$ cat config.mk
export PLATFORM = sky130hd
export DESIGN_NAME = uart_rx_buffered_flat
export DESIGN_NICKNAME = d
export VERILOG_FILES = /design/src/rtl/uart_rx_buffered_if.sv /design/src/rtl/uart_rx_buffered.sv /design/src/flat_wrapper.sv
export SDC_FILE = /design/constraint.sdc
export NUM_CORES = 1
export LEC_CHECK = 0
export ABC_AREA = 1
export BUFFER_PORTS_ARGS = -buffer_cell sky130_fd_sc_hd__buf_4
export CELL_PAD_IN_SITES_DETAIL_PLACEMENT = 2
export CELL_PAD_IN_SITES_GLOBAL_PLACEMENT = 2
export CORE_UTILIZATION = 34
export CTS_CLUSTER_DIAMETER = 50
export CTS_CLUSTER_SIZE = 25
export DETAILED_ROUTE_END_ITERATION = 12
export PLACE_DENSITY = 0.74
export SYNTH_ARGS = -nofsm -noshare
export SYNTH_HDL_FRONTEND = slang
export SYNTH_SLANG_ARGS = --single-unit
$ cat constraint.sdc
create_clock -name clk -period 1.9 [get_ports clk]
set_input_delay 0.285 -clock clk [delete_from_list [all_inputs] [get_ports clk]]
set_output_delay 0.285 -clock clk [all_outputs]
set_load 0.1 [all_outputs]
$ cat src/rtl/uart_rx_buffered_if.sv
// Receive-side bus of the buffered UART receiver: serial input, FIFO pop
// handshake, head byte, FIFO status flags and the two error pulses.
interface uart_rx_buffered_if;
    logic       rxd;
    logic       rd_en;
    logic [7:0] dout;
    logic       empty;
    logic       full;
    logic       frame_err;
    logic       overrun;

    modport master (
        output rxd, rd_en,
        input  dout, empty, full, frame_err, overrun
    );

    modport slave (
        input  rxd, rd_en,
        output dout, empty, full, frame_err, overrun
    );
endinterface

$ cat src/rtl/uart_rx_buffered.sv
// 8N1 UART receiver sampling at bit centres, feeding a first-word-fall-through
// byte FIFO with registered status outputs, frame error and overrun pulses.
module uart_rx_buffered #(
    parameter int CLKS_PER_BIT = 8,
    parameter int FIFO_DEPTH   = 4
) (
    input  logic                 clk,
    input  logic                 clr,
    uart_rx_buffered_if.slave    bus
);
    localparam int CW = (CLKS_PER_BIT > 1) ? $clog2(CLKS_PER_BIT) : 1;
    localparam int AW = $clog2(FIFO_DEPTH);
    localparam logic [CW-1:0] HALF_C  = CW'(CLKS_PER_BIT / 2 - 1);
    localparam logic [CW-1:0] LAST_C  = CW'(CLKS_PER_BIT - 1);
    localparam logic [AW:0]   DEPTH_C = (AW + 1)'(FIFO_DEPTH);
    localparam logic [AW:0]   ZERO_C  = {(AW + 1){1'b0}};

    typedef enum logic [2:0] {
        IDLE      = 3'd0,
        START     = 3'd1,
        DATA      = 3'd2,
        STOP      = 3'd3,
        WAIT_HIGH = 3'd4
    } state_t;

    logic          sync1_r;
    logic          line_r;
    state_t        state_r;
    logic [CW-1:0] cnt_r;
    logic [2:0]    idx_r;
    logic [7:0]    shift_r;
    logic          wr_r;
    logic          ferr_r;

    logic [7:0]    mem_r [0:FIFO_DEPTH-1];
    logic [AW-1:0] rd_ptr_r;
    logic [AW-1:0] wr_ptr_r;
    logic [AW:0]   count_r;
    logic          empty_r;
    logic          full_r;
    logic [7:0]    dout_r;
    logic          ovr_r;

    logic          pop_s;
    logic          push_s;
    logic          drop_s;
    logic [AW-1:0] rd_ptr_nxt_s;
    logic [AW-1:0] wr_ptr_nxt_s;
    logic [AW:0]   count_nxt_s;
    logic [7:0]    head_s;

    // Two-flop synchronizer for the asynchronous serial line (idles high).
    always_ff @(posedge clk or posedge clr) begin
        if (clr) begin
            sync1_r <= 1'b1;
            line_r  <= 1'b1;
        end else begin
            sync1_r <= bus.rxd;
            line_r  <= sync1_r;
        end
    end

    // Receive FSM: half-bit start qualification, then one sample per bit centre.
    always_ff @(posedge clk or posedge clr) begin
        if (clr) begin
            state_r <= IDLE;
            cnt_r   <= '0;
            idx_r   <= 3'd0;
            shift_r <= 8'h00;
            wr_r    <= 1'b0;
            ferr_r  <= 1'b0;
        end else begin
            wr_r   <= 1'b0;
            ferr_r <= 1'b0;
            case (state_r)
                IDLE: begin
                    if (!line_r) begin
                        state_r <= START;
                        cnt_r   <= '0;
                    end
                end
                START: begin
                    if (cnt_r == HALF_C) begin
                        cnt_r   <= '0;
                        idx_r   <= 3'd0;
                        state_r <= line_r ? IDLE : DATA;
                    end else begin
                        cnt_r <= cnt_r + CW'(1);
                    end
                end
                DATA: begin
                    if (cnt_r == LAST_C) begin
                        cnt_r          <= '0;
                        shift_r[idx_r] <= line_r;
                        if (idx_r == 3'd7) begin
                            state_r <= STOP;
                        end else begin
                            idx_r <= idx_r + 3'd1;
                        end
                    end else begin
                        cnt_r <= cnt_r + CW'(1);
                    end
                end
                STOP: begin
                    if (cnt_r == LAST_C) begin
                        cnt_r <= '0;
                        if (line_r) begin
                            wr_r    <= 1'b1;
                            state_r <= IDLE;
                        end else begin
                            ferr_r  <= 1'b1;
                            state_r <= WAIT_HIGH;
                        end
                    end else begin
                        cnt_r <= cnt_r + CW'(1);
                    end
                end
                WAIT_HIGH: begin
                    if (line_r) begin
                        state_r <= IDLE;
                    end
                end
                default: begin
                    state_r <= IDLE;
                end
            endcase
        end
    end

    // FIFO next-state; a write into a full FIFO is only accepted alongside a pop.
    always_comb begin
        pop_s  = bus.rd_en & ~empty_r;
        push_s = wr_r & (~full_r | pop_s);
        drop_s = wr_r & full_r & ~pop_s;
        if (pop_s) begin
            rd_ptr_nxt_s = rd_ptr_r + AW'(1);
        end else begin
            rd_ptr_nxt_s = rd_ptr_r;
        end
        if (push_s) begin
            wr_ptr_nxt_s = wr_ptr_r + AW'(1);
        end else begin
            wr_ptr_nxt_s = wr_ptr_r;
        end
        if (push_s && !pop_s) begin
            count_nxt_s = count_r + (AW + 1)'(1);
        end else if (pop_s && !push_s) begin
            count_nxt_s = count_r - (AW + 1)'(1);
        end else begin
            count_nxt_s = count_r;
        end
        // The byte being written bypasses storage when it becomes the new head.
        if (count_nxt_s == ZERO_C) begin
            head_s = 8'h00;
        end else if (push_s && (wr_ptr_r == rd_ptr_nxt_s)) begin
            head_s = shift_r;
        end else begin
            head_s = mem_r[rd_ptr_nxt_s];
        end
    end

    // Byte storage; contents are don't-care until written.
    always_ff @(posedge clk) begin
        if (push_s) begin
            mem_r[wr_ptr_r] <= shift_r;
        end
    end

    // FIFO pointers, occupancy and registered head/status/overrun outputs.
    always_ff @(posedge clk or posedge clr) begin
        if (clr) begin
            rd_ptr_r <= '0;
            wr_ptr_r <= '0;
            count_r  <= ZERO_C;
            empty_r  <= 1'b1;
            full_r   <= 1'b0;
            dout_r   <= 8'h00;
            ovr_r    <= 1'b0;
        end else begin
            rd_ptr_r <= rd_ptr_nxt_s;
            wr_ptr_r <= wr_ptr_nxt_s;
            count_r  <= count_nxt_s;
            empty_r  <= (count_nxt_s == ZERO_C);
            full_r   <= (count_nxt_s == DEPTH_C);
            dout_r   <= head_s;
            ovr_r    <= drop_s;
        end
    end

    assign bus.dout      = dout_r;
    assign bus.empty     = empty_r;
    assign bus.full      = full_r;
    assign bus.frame_err = ferr_r;
    assign bus.overrun   = ovr_r;
endmodule

$ cat src/flat_wrapper.sv
// flat-port wrapper written by rule: the top's interface ports become plain ports
module uart_rx_buffered_flat 
#(
    parameter int CLKS_PER_BIT = 8,
    parameter int FIFO_DEPTH   = 4
)
  (clk, clr, bus_rxd, bus_rd_en, bus_dout, bus_empty, bus_full, bus_frame_err, bus_overrun);
  uart_rx_buffered_if bus_i ();
  input  logic clk;
  input  logic clr;
  input wire logic [$bits(bus_i.rxd)-1:0] bus_rxd;
  input wire logic [$bits(bus_i.rd_en)-1:0] bus_rd_en;
  output wire logic [$bits(bus_i.dout)-1:0] bus_dout;
  output wire logic [$bits(bus_i.empty)-1:0] bus_empty;
  output wire logic [$bits(bus_i.full)-1:0] bus_full;
  output wire logic [$bits(bus_i.frame_err)-1:0] bus_frame_err;
  output wire logic [$bits(bus_i.overrun)-1:0] bus_overrun;
  assign bus_i.rxd = bus_rxd;
  assign bus_i.rd_en = bus_rd_en;
  assign bus_dout = bus_i.dout;
  assign bus_empty = bus_i.empty;
  assign bus_full = bus_i.full;
  assign bus_frame_err = bus_i.frame_err;
  assign bus_overrun = bus_i.overrun;
  uart_rx_buffered #(.CLKS_PER_BIT(CLKS_PER_BIT), .FIFO_DEPTH(FIFO_DEPTH)) u_core (.clk(clk), .clr(clr), .bus(bus_i));
endmodule
==> Implementation_results.wiki <==
{| class="wikitable"
! Metric !! Value
|-
| Count of hold-fix buffers inserted at cts || 0
|-
| Leakage power summed over all cells || 1.83 nW
|-
| Synth Area in Adders || 0.0445
|-
| Dominant combinational cell family by area after synthesis || simple AND/OR/NAND/NOR gates
|-
| Complex-gate fraction of the synthesized area || 0.0453
|-
| Cell chosen for the clock root || clkbuf_8
|-
| Number of antenna diodes || 0
|-
| Synth warn || 0
|-
| Dominant cell type by area after synthesis || edfxtp_1
|-
| Path type of the worst setup path || flip-flop to flip-flop
|-
| Fraction of final layout cells sized beyond drive strength 1 || 0.255
|-
| Die Y-Extent || 102 µm
|-
| Area growth from synthesis to final layout || 23.2%
|-
| Vias per inst || 4.84
|-
| Max Used Layer || met4
|-
| Total routing resource utilization after global routing || 0.189
|-
| Die Outline Area || 10300 µm²
|-
| Routed WL || 9.49 mm
|-
| Final critical-path share of the clock period || 1.02
|-
| Flip-flop and latch count after synthesis || 71
|-
| Number of buffers created by CTS || 9
|-
| Cell variety after synth || 29
|-
| Maximum clock insertion buffer count || 2
|-
| Fraction of the yosys area taken by sequential cells || 0.576
|-
| Minimum clock period || 1930 ps
|-
| Worst min-delay path class || input port to flip-flop
|-
| Number of max-slew violations in the final report || 0
|-
| Run status || finished, violations left
|-
| Top-Level Pins || 16
|-
| Ratio of total power to cell area || 1540 nW/µm²
|-
| Crit end category || flip-flop
|-
| Std-Cell Rows || 35
|-
| DRT iter0 DRCs || 42
|-
| Dominant cells by area after synthesis || edfxtp_1, dfrtp_1, nand2_1, nand3_1, inv_1
|-
| Detail-routed net length per standard cell || 18.1 µm
|-
| Average cell area after synthesis || 9.77 µm²
|-
| Sum Neg Setup Slack || -219 ps
|-
| Flip-flop cell with the highest count after synthesis || dfrtp_1
|-
| Clock net sink count || 71
|-
| Critical Path Source Type || flip-flop
|-
| Nets || 407
|-
| Pin count of the biggest net entering global routing || 40
|-
| Total number of vias || 2542
|-
| Failing checks || setup timing
|-
| Worst Setup Slack, final || -29.7 ps
|-
| Achievable clock frequency || 518 MHz
|-
| Endpoint required time on the critical path || 1960 ps
|-
| TritonCTS clock tree || yes
|-
| Port Buf Inserts || 15
|-
| Total length of routed met2 wires || 5.13 mm
|-
| Unrepaired setup endpoints after global routing || true
|-
| Number of cells produced by synthesis || 345
|-
| Hold violation count in the final report || 0
|-
| Proportion of register bits with asynchronous set or reset after synthesis || 0.549
|-
| Measured slew at the worst slew-check pin || 535 ps
|-
| H-Tree Level Count || 3
|-
| Number of enable-type register cells in the synthesized netlist || 32
|-
| Post-detailed-route count of antenna-violating nets || 0
|-
| Register-to-register setup slack || -30 ps
|-
| Router iterations before antenna repair || 4
|-
| Met1 routed wirelength after detailed routing || 4.01 mm
|-
| Clk_skew || 7.39 ps
|-
| Wire length of the first global-routing pass || 14.4 mm
|-
| WHS || 36.1 ps
|-
| Worst endpoint data arrival time || 1990 ps
|-
| Final Setup Violations || 8
|-
| Via count of the first global-routing pass || 2760
|-
| Final HPWL DP || 6.34 mm
|-
| Simple-gate portion of the synthesized area || 0.269
|-
| Placeable Area || 9420 µm²
|-
| Post-layout power || 0.00640 W
|-
| Total length of routed met3 wires || 220 µm
|-
| Mapped Area || 3370 µm²
|-
| Parity-gate share of the synthesized area counting xor and xnor cells || 0.00520
|-
| Share of synthesized area spent on multiplexers || 0
|-
| Clk slew on worst S/H paths || 80 ps
|-
| Max IR drop VDD || 503 µV
|-
| Final instance area || 4150 µm²
|-
| Die boundary width || 102 µm
|-
| Fraction of synthesized cell area taken by the top area cell type || 0.285
|-
| Dpl cell area || 3690 µm²
|-
| Overall overflow remaining after global route || 0
|-
| Maximum fanout along the worst path || 8
|-
| Final weighted congestion in routability-driven placement || 0.740
|-
| Initial Util || 0.358
|-
| Number of antenna violations at the first check in global routing || 0
|-
| Post-route DRC violation count || 0
|-
| Later-pin clock latency in the skew report || 350 ps
|-
| Worst relative slew slack || 0.644
|-
| Max-capacitance violation count || 0
|-
| Nets in the synthesized netlist || 361
|}
-- state kept, by name, indices dropped and copies added (netlist names), 2 cells and up --
signal	count
u_core.count_r	3
u_core.idx_r	3
u_core.wr_ptr_r	2
u_core.mem_r	32
u_core.shift_r	8
u_core.bus.dout	8
u_core.cnt_r	3
u_core.state_r	3
u_core.rd_ptr_r	2
-- worst paths after layout --
check / startpoint / to / cells past startpoint
max: u_core.bus.empty / u_core.mem_r[1][4] / 6
min reg2reg: u_core.sync1_r / u_core.line_r / 0
min: bus_rxd / u_core.sync1_r / 1
max reg2reg: u_core.bus.empty / u_core.mem_r[1][4] / 6
max in group asynchronous: clr / u_core.bus.full / 3
min in group asynchronous: clr / u_core.cnt_r[0] / 3
-- routing by layer --
metal  up-vias  track usage
met4         0       0.0736
met5         -            0
li1       1214            -
met3        10       0.0269
met1      1294        0.237
met2        24        0.328
-- kinds of logic after synthesis --
logic type | Yosys count
buffers and inverters | 48
adder cells (fa/ha/maj) | 12
AO/OA/AOI/OAI | 23
XOR/XNOR | 2
flip-flops | 71
AND/OR/NAND/NOR | 189
-- synth_stat cells, types with 2 or more instances --
cell type   n
nand2_1    84
nand3_1    47
inv_1      42
dfrtp_1    36
edfxtp_1   32
nor2_1     26
ha_1       12
o21ai_0    12
nor2_2      9
nand2_2     6
nand2_4     5
a21oi_1     4
dfstp_2     3
nand4_1     3
a21oi_4     2
buf_2       2
buf_6       2
nand3_2     2
nand3b_1    2
nor2_8      2
nor3_1      2
o22ai_1     2
xor2_1      2
-- report_power, final --
part           switching (W)  internal (W)  leakage (nW)
clock               0.000605      0.000726         0.112
combinational        0.00219      0.000906         0.966
sequential          0.000161       0.00181         0.757
-- timing repair --
item | in CTS | in global routing
endpoints found under the setup margin | 0 | 27
gates resized for setup | 0 | 27
setup buffers | 0 | 12
hold endpoints to repair | 0 | 0
-- cells in the final DEF, fill, tap and decap left out, drive strengths merged --
cell type and count:
nor3 2, nand4 3, inv 42, o21ai 12, ha 12, o22ai 2, edfxtp 32, nand3 49
nor2 39, dfrtp 36, buf 38, bufinv 1, nand3b 2, o221ai 1, clkinv 3, dfstp 3
clkbuf 12, a21bo 1, clkinvlp 1, nand2 95, or2 1, xor2 2, a21oi 7
-- critical path, stage by stage, from the launching register on --
cell and delay (ps):
dfstp_4 480, clkinvlp_4 160, nand2_8 110, a21oi_4 290
inv_1 160, nor2_1 190, buf_4 230
-- metrics by stage --
stage                     worst slack (ps)   util  instances
after CTS                             53.1  0.415        511
after floorplan                      -15.6      -        345
final                                -29.7  0.441        525
after global placement                 169  0.392        495
after detailed placement              91.4  0.392        495
after global routing                 -74.2  0.441        525
-- final cells by class --
type	count	area (µm²)
fill	1014	5260
sequential	71	1950
multi-input combinational	228	1370
timing repair buffer	38	293
inverter	43	168
clock buffer	12	166
tap	129	161
clock inverter	4	52.6
(Power assumes the default switching activity.)
